File: src/rtl/mem_write_buffer_if.sv
// Bus bundle between the CPU memory port, the write buffer and main memory.
// The buffer connects through the slave modport; the environment uses master.
interface mem_write_buffer_if #(
    parameter int BITS_DATA = 32,
    parameter int BITS_ADDR = 16
);
    logic [BITS_ADDR-1:0] cpu_addr;
    logic [BITS_DATA-1:0] cpu_wdata;
    logic                 cpu_write;
    logic                 cpu_rd_req;
    logic [BITS_DATA-1:0] cpu_rdata;
    logic                 cpu_rd_valid;
    logic                 cpu_busy;
    logic                 overflow;
    logic                 mem_req;
    logic                 mem_we;
    logic [BITS_ADDR-1:0] mem_addr;
    logic [BITS_DATA-1:0] mem_wdata;
    logic                 mem_ack;
    logic [BITS_DATA-1:0] mem_rdata;

    modport master (
        output cpu_addr, cpu_wdata, cpu_write, cpu_rd_req, mem_ack, mem_rdata,
        input  cpu_rdata, cpu_rd_valid, cpu_busy, overflow,
        input  mem_req, mem_we, mem_addr, mem_wdata
    );

    modport slave (
        input  cpu_addr, cpu_wdata, cpu_write, cpu_rd_req, mem_ack, mem_rdata,
        output cpu_rdata, cpu_rd_valid, cpu_busy, overflow,
        output mem_req, mem_we, mem_addr, mem_wdata
    );
endinterface

File: src/rtl/mem_write_buffer.sv
// Posted-write buffer: CPU stores queue in a FIFO and drain to memory in order;
// reads forward the youngest buffered store or wait for the FIFO to empty.
module mem_write_buffer #(
    parameter int BITS_DATA = 32,
    parameter int BITS_ADDR = 16,
    parameter int DEPTH     = 4
) (
    input logic clk,
    input logic reset,
    mem_write_buffer_if.slave bus
);
    localparam int PTR_W = $clog2(DEPTH);
    localparam int CW    = PTR_W + 1;
    localparam logic [CW-1:0] FULL = CW'(DEPTH);

    typedef enum logic [1:0] {IDLE, WR_DRAIN, RD_MEM} stateT;

    stateT                state, stateNext;
    logic [BITS_ADDR-1:0] fifoAddr [DEPTH];
    logic [BITS_DATA-1:0] fifoData [DEPTH];
    logic [PTR_W-1:0]     wrPtr, rdPtr, scanIdx;
    logic [CW-1:0]        count, countNext;
    logic                 cpuWritePrev, writeEdge, doPush, doPop;
    logic                 rdAccept, rdHit, rdPending, rdPendingNext, startRead;
    logic [BITS_ADDR-1:0] rdAddr;
    logic [BITS_DATA-1:0] hitData, rdData;
    logic                 rdValid, busy, overflowReg;
    logic                 memReq, memWe;
    logic [BITS_ADDR-1:0] memAddr;
    logic [BITS_DATA-1:0] memWdata;

    assign writeEdge = bus.cpu_write & ~cpuWritePrev;
    // Full is judged on the registered count, so a same-cycle pop never rescues a push.
    assign doPush    = writeEdge && (count != FULL);
    assign doPop     = (state == WR_DRAIN) && bus.mem_ack;
    assign rdAccept  = bus.cpu_rd_req && !rdPending && (state != RD_MEM);
    assign startRead = (state == IDLE) && rdPending && (count == '0);

    // NOTE: every variable gets a default at the top of an always_comb so no latch is inferred.
    always_comb begin
        countNext = count;
        if (doPush && !doPop)      countNext = count + CW'(1);
        else if (!doPush && doPop) countNext = count - CW'(1);
    end

    // Scan oldest to youngest so the last match wins; a same-cycle push is youngest of all.
    always_comb begin
        rdHit   = 1'b0;
        hitData = '0;
        scanIdx = '0;
        for (int i = 0; i < DEPTH; i++) begin
            scanIdx = rdPtr + PTR_W'(i);
            if ((CW'(i) < count) && (fifoAddr[scanIdx] == bus.cpu_addr)) begin
                rdHit   = 1'b1;
                hitData = fifoData[scanIdx];
            end
        end
        if (doPush) begin
            rdHit   = 1'b1;
            hitData = bus.cpu_wdata;
        end
    end

    always_comb begin
        rdPendingNext = rdPending;
        if (rdAccept && !rdHit) rdPendingNext = 1'b1;
        if (startRead)          rdPendingNext = 1'b0;
    end

    always_comb begin
        stateNext = state;
        memReq    = 1'b0;
        memWe     = 1'b0;
        memAddr   = '0;
        memWdata  = '0;
        case (state)
            IDLE: begin
                if (startRead)           stateNext = RD_MEM;
                else if (count != '0)    stateNext = WR_DRAIN;
            end
            WR_DRAIN: begin
                memReq   = 1'b1;
                memWe    = 1'b1;
                memAddr  = fifoAddr[rdPtr];
                memWdata = fifoData[rdPtr];
                if (bus.mem_ack && (countNext == '0)) stateNext = IDLE;
            end
            RD_MEM: begin
                memReq  = 1'b1;
                memAddr = rdAddr;
                if (bus.mem_ack) stateNext = IDLE;
            end
            default: stateNext = IDLE;
        endcase
    end

    // NOTE: sequential state uses non-blocking assignments so all registers update together.
    always_ff @(posedge clk) begin
        if (!reset) begin
            state        <= IDLE;
            wrPtr        <= '0;
            rdPtr        <= '0;
            count        <= '0;
            cpuWritePrev <= 1'b0;
            rdPending    <= 1'b0;
            rdAddr       <= '0;
            rdData       <= '0;
            rdValid      <= 1'b0;
            busy         <= 1'b0;
            overflowReg  <= 1'b0;
        end else begin
            state        <= stateNext;
            count        <= countNext;
            cpuWritePrev <= bus.cpu_write;
            rdPending    <= rdPendingNext;
            busy         <= (countNext == FULL) | rdPendingNext | (stateNext == RD_MEM);
            rdValid      <= 1'b0;
            if (doPush) wrPtr <= wrPtr + PTR_W'(1);
            if (doPop)  rdPtr <= rdPtr + PTR_W'(1);
            if (writeEdge && (count == FULL)) overflowReg <= 1'b1;
            if (rdAccept && !rdHit) rdAddr <= bus.cpu_addr;
            if (rdAccept && rdHit) begin
                rdData  <= hitData;
                rdValid <= 1'b1;
            end else if ((state == RD_MEM) && bus.mem_ack) begin
                rdData  <= bus.mem_rdata;
                rdValid <= 1'b1;
            end
        end
    end

    // NOTE: storage needs no reset; count gates which entries are valid.
    always_ff @(posedge clk) begin
        if (doPush) begin
            fifoAddr[wrPtr] <= bus.cpu_addr;
            fifoData[wrPtr] <= bus.cpu_wdata;
        end
    end

    assign bus.cpu_rdata    = rdData;
    assign bus.cpu_rd_valid = rdValid;
    assign bus.cpu_busy     = busy;
    assign bus.overflow     = overflowReg;
    assign bus.mem_req      = memReq;
    assign bus.mem_we       = memWe;
    assign bus.mem_addr     = memAddr;
    assign bus.mem_wdata    = memWdata;
endmodule

File: src/flat_wrapper.sv
// flat-port wrapper written by rule: the top's interface ports become plain ports
module mem_write_buffer_flat 
#(
    parameter int BITS_DATA = 32,
    parameter int BITS_ADDR = 16,
    parameter int DEPTH     = 4
)
  (clk, reset, bus_cpu_addr, bus_cpu_wdata, bus_cpu_write, bus_cpu_rd_req, bus_mem_ack, bus_mem_rdata, bus_cpu_rdata, bus_cpu_rd_valid, bus_cpu_busy, bus_overflow, bus_mem_req, bus_mem_we, bus_mem_addr, bus_mem_wdata);
  mem_write_buffer_if #(.BITS_DATA(BITS_DATA), .BITS_ADDR(BITS_ADDR)) bus_i ();
  input logic clk;
  input logic reset;
  input wire logic [$bits(bus_i.cpu_addr)-1:0] bus_cpu_addr;
  input wire logic [$bits(bus_i.cpu_wdata)-1:0] bus_cpu_wdata;
  input wire logic [$bits(bus_i.cpu_write)-1:0] bus_cpu_write;
  input wire logic [$bits(bus_i.cpu_rd_req)-1:0] bus_cpu_rd_req;
  input wire logic [$bits(bus_i.mem_ack)-1:0] bus_mem_ack;
  input wire logic [$bits(bus_i.mem_rdata)-1:0] bus_mem_rdata;
  output wire logic [$bits(bus_i.cpu_rdata)-1:0] bus_cpu_rdata;
  output wire logic [$bits(bus_i.cpu_rd_valid)-1:0] bus_cpu_rd_valid;
  output wire logic [$bits(bus_i.cpu_busy)-1:0] bus_cpu_busy;
  output wire logic [$bits(bus_i.overflow)-1:0] bus_overflow;
  output wire logic [$bits(bus_i.mem_req)-1:0] bus_mem_req;
  output wire logic [$bits(bus_i.mem_we)-1:0] bus_mem_we;
  output wire logic [$bits(bus_i.mem_addr)-1:0] bus_mem_addr;
  output wire logic [$bits(bus_i.mem_wdata)-1:0] bus_mem_wdata;
  assign bus_i.cpu_addr = bus_cpu_addr;
  assign bus_i.cpu_wdata = bus_cpu_wdata;
  assign bus_i.cpu_write = bus_cpu_write;
  assign bus_i.cpu_rd_req = bus_cpu_rd_req;
  assign bus_i.mem_ack = bus_mem_ack;
  assign bus_i.mem_rdata = bus_mem_rdata;
  assign bus_cpu_rdata = bus_i.cpu_rdata;
  assign bus_cpu_rd_valid = bus_i.cpu_rd_valid;
  assign bus_cpu_busy = bus_i.cpu_busy;
  assign bus_overflow = bus_i.overflow;
  assign bus_mem_req = bus_i.mem_req;
  assign bus_mem_we = bus_i.mem_we;
  assign bus_mem_addr = bus_i.mem_addr;
  assign bus_mem_wdata = bus_i.mem_wdata;
  mem_write_buffer #(.BITS_DATA(BITS_DATA), .BITS_ADDR(BITS_ADDR), .DEPTH(DEPTH)) u_core (.clk(clk), .reset(reset), .bus(bus_i));
endmodule
File: config.mk
export PLATFORM = sky130hd
export DESIGN_NAME = mem_write_buffer_flat
export DESIGN_NICKNAME = d
export VERILOG_FILES = /design/src/rtl/mem_write_buffer_if.sv /design/src/rtl/mem_write_buffer.sv /design/src/flat_wrapper.sv
export SDC_FILE = /design/constraint.sdc
export NUM_CORES = 1
export LEC_CHECK = 0
export BUFFER_PORTS_ARGS = -buffer_cell sky130_fd_sc_hd__clkbuf_2
export CAP_MARGIN = 0
export CORE_ASPECT_RATIO = 1.2
export CORE_MARGIN = 1
export CORE_UTILIZATION = 25
export CTS_CLUSTER_SIZE = 25
export DETAILED_ROUTE_END_ITERATION = 6
export PLACE_DENSITY = 0.53
export SLEW_MARGIN = 20
export SYNTH_ARGS = -nofsm -noshare
export SYNTH_HDL_FRONTEND = slang
export SYNTH_SLANG_ARGS = --single-unit
File: constraint.sdc
create_clock -name clk -period 3.1 [get_ports clk]
set_clock_uncertainty 0.1 [all_clocks]
set_input_delay 0.62 -clock clk [delete_from_list [all_inputs] [get_ports clk]]
set_output_delay 0.62 -clock clk [all_outputs]
set_load 0.02 [all_outputs]
==> metrics, run 1 <==
register area share after synthesis=0.423; Slew HR=0.444; 1st-iter DRT viols=845; final-report setup violation count=54; peak supply drop=0.000450 V; CP endpoint kind=flip-flop; clock buffer count from CTS=29; CP startpoint kind=flip-flop; GRT Resource Usage Total=0.168; post-synth net total=1426; Die Y=285 um; worst path bufs/invs=4; r2r worst-path depth=11; first-pass GRT wire length=85600 um; Internal Power=8.04 mW; Clk pwr share=0.287; Setup crit end=u_core.bus.cpu_rdata[24]$_SDFFE_PN0P_; Hold Fails Final Rpt=0; worst slack, placed=-0.636 ns; worst hold path type=in -> reg; CP max FO=15; area grow syn2layout=35.8%; DIE AREA=67600 um^2; worst-case clock buffer depth=3; sw power=4.03 mW; Via density=5.11; IO buf count=169; antenna-violating nets left=0; Slew @ Worst Pin=0.835 ns; Synth warnings=0; PnR worst setup slack=-0.297 ns; drt first pass iters=5; layout cells sized above 1=0.469; CTS H-tree lvls=1; Cell Pwr Density=534 nW/um^2; FP Rows=103; setup tns final=-12.19 ns; starting density of the core=0.253; Max Freq=0.294 GHz; CP Class=reg -> reg; CP top delay family=simple AND/OR/NAND/NOR gates; per-cell routed wire length=22.5 um; Synth cell types=75; Critical Path RT=3.54 ns; synthesized flop and latch total=256; antenna violations before repair=5; Comb power frac=0.367; Die W=238 um; max-cap violations=0; RSZ-0062 raised after global routing=yes; Async SR Flop Fraction=0; Total Wirelength=58400 um; drc violations=0; flop-to-flop setup slack=-0.30 ns; CP Depth=11; Gate Count Post-Synth=1329; largest net degree at the start of global routing=52; Slew Viols, Final=0; final net count=1779; IO Count=170; clock transition at the registers of the reported paths=0.07 ns; Hold-fix buffers, CTS=0; CP peak stage delay=0.64 ns; DR vias=13276; Mean Syn Cell Area=12.5 um^2; Syn Std Cell Area=16700 um^2; Crit-path slowest cell=or4b_4; sequential power share=0.346; crit path time final=3.40 ns; start point of the critical path=u_core.rdPtr[0]$_SDFFE_PN0P_; GP Congestion=0.879; Synth Flop Type=edfxtp_1; critical path, cell by cell=buf_8 -> buf_6 -> mux4_2 -> xnor2_2 -> nand3_1 -> nor4_2 -> or4b_4 -> buf_12 -> buf_16 -> a311oi_2 -> o31a_1; Skew-Pair Late Insertion Delay=0.59 ns; GRT overflow=0; DP HPWL=38000 um; status=complete, but fails checks; Root Driver=clkbuf_16; failing checks=setup timing; Static Leak=8.11 nW; EDFF count, synth=192; clk sinks=256; vias in the first global route=13790; TritonCTS clock tree=built; core area=65900 um^2; arrival time at the worst endpoint=3.84 ns; Switching Fraction=0.334; worst r2r dst=u_core.bus.cpu_rdata[24]$_SDFFE_PN0P_; crit share post-route=1.10; r2r startpoint=u_core.rdPtr[0]$_SDFFE_PN0P_
-- cell families (layout without fill, tap and decap cells) --
logic type,count (synthesis),after routing,share of synthesized area
and+or+nand+nor,321,321,0.0950
buffers and inverters,174,550,0.0502
adders and majority gates,12,12,0.00902
AOI/OAI and AO/OA,222,222,0.0963
other,0,1,0
muxes,281,281,0.292
DFF,256,256,0.423
xor gates and xnor gates,63,63,0.0340
-- state kept, by name, indices dropped and copies added (netlist names), 2 cells and up, named ones only --
register / cells
u_core.bus.cpu_rdata: 32
u_core.fifoData: 128
u_core.fifoAddr: 64
u_core.count: 3
u_core.rdAddr: 16
u_core.rdPtr: 2
u_core.state: 2
u_core.wrPtr: 2
-- per-stage QoR --
stage          hold slack, ns  power (mW)   util  area (um^2)  std cells
2_1_floorplan           0.335        6.69      -        16700       1329
3_3_place_gp            0.343        8.07  0.300        19800       2465
3_5_place_dp            0.352        8.12  0.300        19800       2465
4_1_cts                 0.125        12.1  0.337        22200       2587
5_1_grt                 0.146        12.6  0.343        22600       2597
6_report                0.150        12.1  0.343        22600       2598
-- worst min-delay path by stage --
stage / end / slack, ns / cells after the start / from
2_1_floorplan: u_core.rdAddr[0]$_SDFFE_PN0P_ / 0.34 / 2 / u_core.rdAddr[0]$_SDFFE_PN0P_
3_3_place_gp: u_core.rdAddr[10]$_SDFFE_PN0P_ / 0.34 / 2 / u_core.rdAddr[10]$_SDFFE_PN0P_
3_5_place_dp: u_core.rdAddr[1]$_SDFFE_PN0P_ / 0.35 / 2 / u_core.rdAddr[1]$_SDFFE_PN0P_
4_1_cts: u_core.fifoData[2][10]$_DFFE_PP_ / 0.12 / 1 / bus_cpu_wdata[10]
5_1_grt: u_core.fifoData[2][11]$_DFFE_PP_ / 0.15 / 1 / bus_cpu_wdata[11]
6_report: u_core.cpuWritePrev$_SDFF_PN0_ / 0.15 / 2 / bus_cpu_write
-- Yosys cell counts (31+ instances only) --
cell	count	area, um^2
a21oi_1	49	245
a311oi_1	31	272
and2_1	35	219
clkbuf_1	65	244
dfxtp_1	64	1280
edfxtp_1	192	5770
inv_1	49	184
mux2i_1	106	1060
mux4_2	163	3670
nand2_1	118	443
nand3_1	41	205
nor2_1	54	203
o21ai_0	37	185
o31a_1	31	272
xnor2_1	50	438
-- what timing repair did --
| item | 4_1_cts | 5_1_grt |
|---|---|---|
| gates cloned | 10 | 3 |
| buffers inserted | 71 | 14 |
| endpoints found under the setup margin | 98 | 77 |
| resized for setup | 151 | 75 |
| pin swaps | 28 | 20 |
-- layout by cell type, fill, tap and decap left out, types with 18 or more instances in the layout --
cell and count:
buf_6 33, clkbuf_16 32, buf_12 29, xnor2_1 33
and2_1 34, nand2_1 116, clkbuf_2 155, o31a_1 31
buf_4 202, a21oi_1 44, a311oi_2 29, mux2i_1 98
dfxtp_1 60, mux4_2 163, nor2_1 43, nor2b_1 22
nand3_1 40, edfxtp_1 192, inv_1 49, o21ai_0 36
xnor2_2 18
-- metal layers --
metal  wire, um  share of wire  track usage
met2      29700           0.51        0.301
met4       2420          0.041       0.0692
met5         49        0.00084            0
met1      23100           0.39        0.198
met3       3260          0.056       0.0283
-- cell type report --
class | count | area [um^2]
multi-input combinational | 899 | 9560
sequential | 256 | 7060
timing repair buffer | 444 | 3740
clock buffer | 36 | 772
tap | 892 | 1120
inverter | 52 | 195
clock inverter | 18 | 174
antenna | 1 | 2.50
fill | 6459 | 43200
-- power groups by stage --
stage	Combinational, mW	Sequential [mW]	Clock (mW)
finish	4.43	4.17	3.46
global route	4.72	4.20	3.66
CTS	4.36	4.17	3.56
detailed placement	3.85	4.27	0
global placement	3.82	4.25	0
floorplan	2.44	4.25	0
Power figures use the tool's default switching activity.
==> inputs of run 2 (changes only) <==
==> constraint.sdc (replaced) <==
create_clock -name clk -period 3.1 [get_ports clk]
set_clock_uncertainty 0.1 [all_clocks]
set_input_delay 0.62 -clock clk [delete_from_list [all_inputs] [get_ports clk]]
set_output_delay 0.62 -clock clk [all_outputs]
set_load 0.05 [all_outputs]
==> run 2 against run 1 <==
  * The flow still finishes with violations (setup timing)
  * Critical path type unchanged
  * Maximum frequency increased by 1.7%
  * Sequential share of layout area is 0.34 points higher
  * Power rose by 3.0%
  * Global-route usage up 0.15 points
  * Non-clock buffer count shrank 9
  * Largest power group unchanged
  * Largest cell class unchanged
==> metrics, run 2 (synthesis gave the netlist of run 1 again) <==
status=complete, but fails checks; failing checks=setup timing; FP Rows=103 (unchanged); most used cell, CP=buf_12; Die Y=285 um (unchanged); IO Count=170 (unchanged); Cell Pwr Density=556 nW/um^2 (+4.1%); per-cell routed wire length=23.0 um (+2.1%); Max Freq=0.299 GHz (+1.7%); drt first pass iters=5 (unchanged); DP Cell Count=2487 (+0.89%); TritonCTS clock tree=built; layout cells sized above 1=0.451 (-0.0179); commonest non-fill, non-tap cell in the layout=edfxtp_1; peak supply drop=0.000422 V (-6.3%); vias in the first global route=13738 (-0.38%); Slew HR=0.563 (+0.120); most frequent cells in the layout=edfxtp_1, buf_4, mux4_2; antenna violations before repair=8 (+3); DIE AREA=67600 um^2 (unchanged); GRT Resource Usage Total=0.170 (+0.00155); Slew @ Worst Pin=0.655 ns (-0.180 ns); 1st-iter DRT viols=968 (+15%); crit share post-route=1.08 (-0.0179); CP startpoint kind=flip-flop; Skew-Pair Late Insertion Delay=0.57 ns (-0.02 ns); DR vias=13265 (-0.083%); flop-to-flop setup slack=-0.24 ns (+0.06 ns); max reg flops=128 (unchanged); drc violations=0 (unchanged); CTS H-tree lvls=1 (unchanged); clk sinks=256 (unchanged); critical path, cell by cell=buf_12 -> mux4_2 -> xnor2_2 -> buf_4 -> nand3_2 -> or4_4 -> nor2_4 -> buf_12 -> o41ai_4 -> buf_12 -> clkbuf_16 -> o31a_1; GRT overflow=0 (unchanged); Static Leak=8.04 nW (-0.86%); Hold Fails Final Rpt=0 (unchanged); CP max FO=7 (-8); antenna-violating nets left=0 (unchanged); largest net degree at the start of global routing=50 (-3.8%); CP top delay family=buffers and inverters; CP Depth=12 (+1); RSZ-0062 raised after global routing=yes; arrival time at the worst endpoint=3.70 ns (-0.14 ns); Via density=5.12 (+0.23%); worst slack, placed=-0.589 ns (+0.0463 ns); Crit-path slowest cell=mux4_2; clock buffer count from CTS=29 (unchanged); PnR worst setup slack=-0.242 ns (+0.0554 ns); GP Congestion=0.890 (+1.2%); CP endpoint kind=flip-flop; Critical Path RT=3.46 ns (-0.08 ns); worst path bufs/invs=5 (+1); CP peak stage delay=0.56 ns (-0.08 ns); worst-case clock buffer depth=3 (unchanged); most flop-heavy register=u_core.fifoData; Hold-fix buffers, CTS=0 (unchanged); final net count=1770 (-0.51%); max-cap violations=0 (unchanged); crit path time final=3.34 ns (-0.0554 ns); Total Wirelength=59500 um (+1.8%); final-report setup violation count=54 (unchanged); first-pass GRT wire length=86500 um (+1.1%); core area=65900 um^2 (unchanged); worst hold path type=in -> reg; IO buf count=169 (unchanged); Slew Viols, Final=0 (unchanged); Root Driver=clkbuf_16; CP Class=reg -> reg; Setup crit end=u_core.bus.cpu_rdata[11]$_SDFFE_PN0P_; Non-Filler Instances=2590 (-0.31%); r2r worst-path depth=12 (+1); starting density of the core=0.253 (unchanged); clock transition at the registers of the reported paths=0.07 ns (about the same); DP HPWL=39400 um (+3.8%); worst r2r dst=u_core.bus.cpu_rdata[11]$_SDFFE_PN0P_; area grow syn2layout=34.4%; Die W=238 um (unchanged); min-delay src=bus_cpu_write
==> run 2: metrics by stage <==
stage,hold slack [ns],TNS [ns],utilization,area [um^2],power [mW]
finish,0.164,-9.16,0.340,22400,12.4
global route,0.159,-12.63,0.340,22400,13.0
global placement,0.344,-25.50,0.302,19900,8.55
floorplan,0.335,0,-,16700,7.12
CTS,0.133,-6.92,0.331,21800,12.4
detailed placement,0.350,-27.06,0.302,19900,8.61
==> run 2: report_power, final <==
part | internal (mW) | total (mW) | switching [mW]
sequential | 3.97 | 4.17 | 0.205
clock | 1.92 | 3.38 | 1.46
combinational | 2.12 | 4.87 | 2.76
==> run 2: worst register-to-register path, stage by stage (launching register included) <==
cell and delay (ns):
dfxtp_4 0.44, buf_12 0.15, mux4_2 0.56, xnor2_2 0.19, buf_4 0.16, nand3_2 0.06, or4_4 0.55, nor2_4 0.13
buf_12 0.16, o41ai_4 0.10, buf_12 0.17, clkbuf_16 0.18, o31a_1 0.29
==> run 2: worst min path at each step <==
stage | end | slack [ns] | cells after the start
3_5_place_dp | u_core.rdAddr[7]$_SDFFE_PN0P_ | 0.35 | 2
5_1_grt | u_core.cpuWritePrev$_SDFF_PN0_ | 0.16 | 2
3_3_place_gp | u_core.rdAddr[13]$_SDFFE_PN0P_ | 0.34 | 2
2_1_floorplan | u_core.rdAddr[0]$_SDFFE_PN0P_ | 0.34 | 2
6_report | u_core.cpuWritePrev$_SDFF_PN0_ | 0.16 | 2
4_1_cts | u_core.cpuWritePrev$_SDFF_PN0_ | 0.13 | 2
==> run 2: what timing repair did <==
action,CTS,global route
setup endpoints to repair,99,62
endpoints found under the hold margin,0,0
resized for setup,115,89
gates cloned,5,5
pin swaps,16,33
buffers inserted,32,15
==> run 2: final cells by class <==
class                           count  area [um^2]
Fill cell                        6421        43500
Multi-Input combinational cell    899         9380
Sequential cell                   256         7060
Timing Repair Buffer              435         3710
Tap cell                          892         1120
Clock buffer                       38          779
Inverter                           52          195
Clock inverter                     15          125
Antenna cell                        3         7.51
==> run 2: layer usage <==
| layer | part of all wire | GRT usage | vias to the layer above |
|---|---|---|---|
| li1 | - | - | 5896 |
| met1 | 0.39 | 0.201 | 6787 |
| met2 | 0.51 | 0.303 | 454 |
| met3 | 0.057 | 0.0284 | 116 |
| met4 | 0.036 | 0.0689 | 12 |
| met5 | 0.0014 | 0 | - |
==> inputs of run 3 (changes only) <==
Settings changed: PLACE_DENSITY 0.53 to 0.44.
==> run 3 against run 2 <==
  * Sequential share of layout area down 0.78 points
  * Register-to-register slack about the same
  * Clock-buffer cell count increased by 4
  * Critical path depth shrank 1
  * Wire length increased by 4.6%
  * Combinational power up 4%
  * The flow still finishes with violations (setup timing)
  * Largest cell class unchanged
  * Clock power rose by 8.0%
  * Critical endpoint is now u_core.bus.cpu_rdata[18]$_SDFFE_PN0P_
  * Sequential power about the same
  * Power increased by 3.7%
==> metrics, run 3 (synthesis gave the netlist of run 1 again) <==
status=complete, but fails checks; failing checks=setup timing; clock transition at the registers of the reported paths=0.07 ns (about the same); post-route cell area=22900 um^2 (+2.5%); DIE AREA=67600 um^2 (unchanged); Static Leak=8.21 nW (+2.1%); PnR worst setup slack=-0.235 ns (+0.00648 ns); commonest non-fill, non-tap cell in the layout=buf_4; crit path time final=3.34 ns (-0.00648 ns); largest net degree at the start of global routing=97 (+94%); most frequent cells in the layout=buf_4, edfxtp_1, mux4_2; worst-case clock buffer depth=3 (unchanged); Total Wirelength=62200 um (+4.6%); CP Class=reg -> reg; flop-to-flop setup slack=-0.24 ns (about the same); arrival time at the worst endpoint=3.69 ns (about the same); Hold Fails Final Rpt=0 (unchanged); GRT overflow=0 (unchanged); IO buf count=169 (unchanged); core area=65900 um^2 (unchanged); Slew HR=0.421 (-0.143); Post-DP Area=19900 um^2 (+0.25%); worst hold path type=in -> reg; GP Congestion=0.855 (-4.0%); Max Freq=0.300 GHz (+0.19%); area grow syn2layout=37.7%; IO Count=170 (unchanged); Min Hold Slack=0.149 ns (-0.0152 ns); clk sinks=256 (unchanged); GRT Resource Usage Total=0.177 (+0.00697); antenna-violating nets left=0 (unchanged); antenna violations before repair=5 (-3); Die W=238 um (unchanged); layout cells sized above 1=0.472 (+0.0203); final net count=1780 (+0.56%); max reg flops=128 (unchanged); starting density of the core=0.253 (unchanged); vias in the first global route=13677 (-0.44%); drt first pass iters=5 (unchanged); drc violations=0 (unchanged); 1st-iter DRT viols=849 (-12%); CP max FO=8 (+1); CP endpoint kind=flip-flop; RSZ-0062 raised after global routing=yes; Skew-Pair Late Insertion Delay=0.58 ns (about the same); Via density=5.08 (-0.88%); DP HPWL=39600 um (+0.37%); peak supply drop=0.000297 V (-30%); Cell Pwr Density=562 nW/um^2 (+1.2%); DR vias=13209 (-0.42%); TritonCTS clock tree=built; Critical Path RT=3.46 ns (about the same); CTS H-tree lvls=1 (unchanged); Die Y=285 um (unchanged); max-cap violations=0 (unchanged); CP startpoint kind=flip-flop; clock buffer count from CTS=31 (+6.9%); most flop-heavy register=u_core.fifoData; final-report setup violation count=56 (+3.7%); FP Rows=103 (unchanged); crit share post-route=1.08 (-0.00209); per-cell routed wire length=23.9 um (+4.1%); first-pass GRT wire length=88100 um (+1.8%); Slew @ Worst Pin=0.869 ns (+0.214 ns); Root Driver=clkbuf_16; Slew Viols, Final=0 (unchanged)
## run 3: repair_timing
item,4_1_cts,5_1_grt
pin swaps,18,30
setup endpoints to repair,97,95
setup buffers,32,12
hold buffers,0,0
cloned,10,9
gates resized for setup,196,98
## run 3: cell type report
cell class | count | area, um^2
clock inverter | 15 | 146
clock buffer | 42 | 868
multi-input combinational | 899 | 9380
timing repair buffer | 443 | 4160
fill | 6466 | 42900
inverter | 52 | 195
antenna | 3 | 7.51
sequential | 256 | 7060
tap | 892 | 1120
## run 3: final timing paths
check / from / to / depth (start not counted)
min: bus_cpu_write / u_core.cpuWritePrev$_SDFF_PN0_ / 2
max: u_core.rdPtr[0]$_SDFFE_PN0P_ / u_core.bus.cpu_rdata[18]$_SDFFE_PN0P_ / 11
max reg2reg: u_core.rdPtr[0]$_SDFFE_PN0P_ / u_core.bus.cpu_rdata[18]$_SDFFE_PN0P_ / 11
min reg2reg: u_core.rdAddr[11]$_SDFFE_PN0P_ / u_core.rdAddr[11]$_SDFFE_PN0P_ / 2
## run 3: worst max-delay path, cell delays in order, from the launching register on
cell and delay, ns:
dfxtp_4 0.38, buf_12 0.12, mux4_2 0.52, xnor2_2 0.24, nand3_1 0.11, nor4_1 0.28, buf_4 0.16, or4b_4 0.59
clkbuf_16 0.25, nor2_2 0.13, a311oi_2 0.05, o31a_1 0.26
## run 3: power breakdown
group          internal [mW]  total [mW]  switching [mW]
Sequential              3.97        4.17           0.202
Clock                   2.13        3.65            1.52
Combinational           2.32        5.07            2.75
## run 3: routing by layer
layer / global-route usage / vias up / share of wire
met2: 0.327 / 424 / 0.52
met3: 0.0235 / 125 / 0.046
met4: 0.0689 / 4 / 0.037
met5: 0 / - / 0.00026
met1: 0.204 / 6757 / 0.40
li1: - / 5899 / -
## run 3: stage by stage
stage,util,TNS [ns],instances,setup WS [ns],power [mW]
after detailed placement,0.303,-16.73,2489,-0.404,8.66
after CTS,0.339,-12.55,2586,-0.290,12.9
after global routing,0.348,-13.53,2602,-0.300,13.5
after floorplan,-,0,1329,0.0698,7.12
final,0.348,-8.97,2602,-0.235,12.9
after global placement,0.303,-15.32,2489,-0.396,8.63
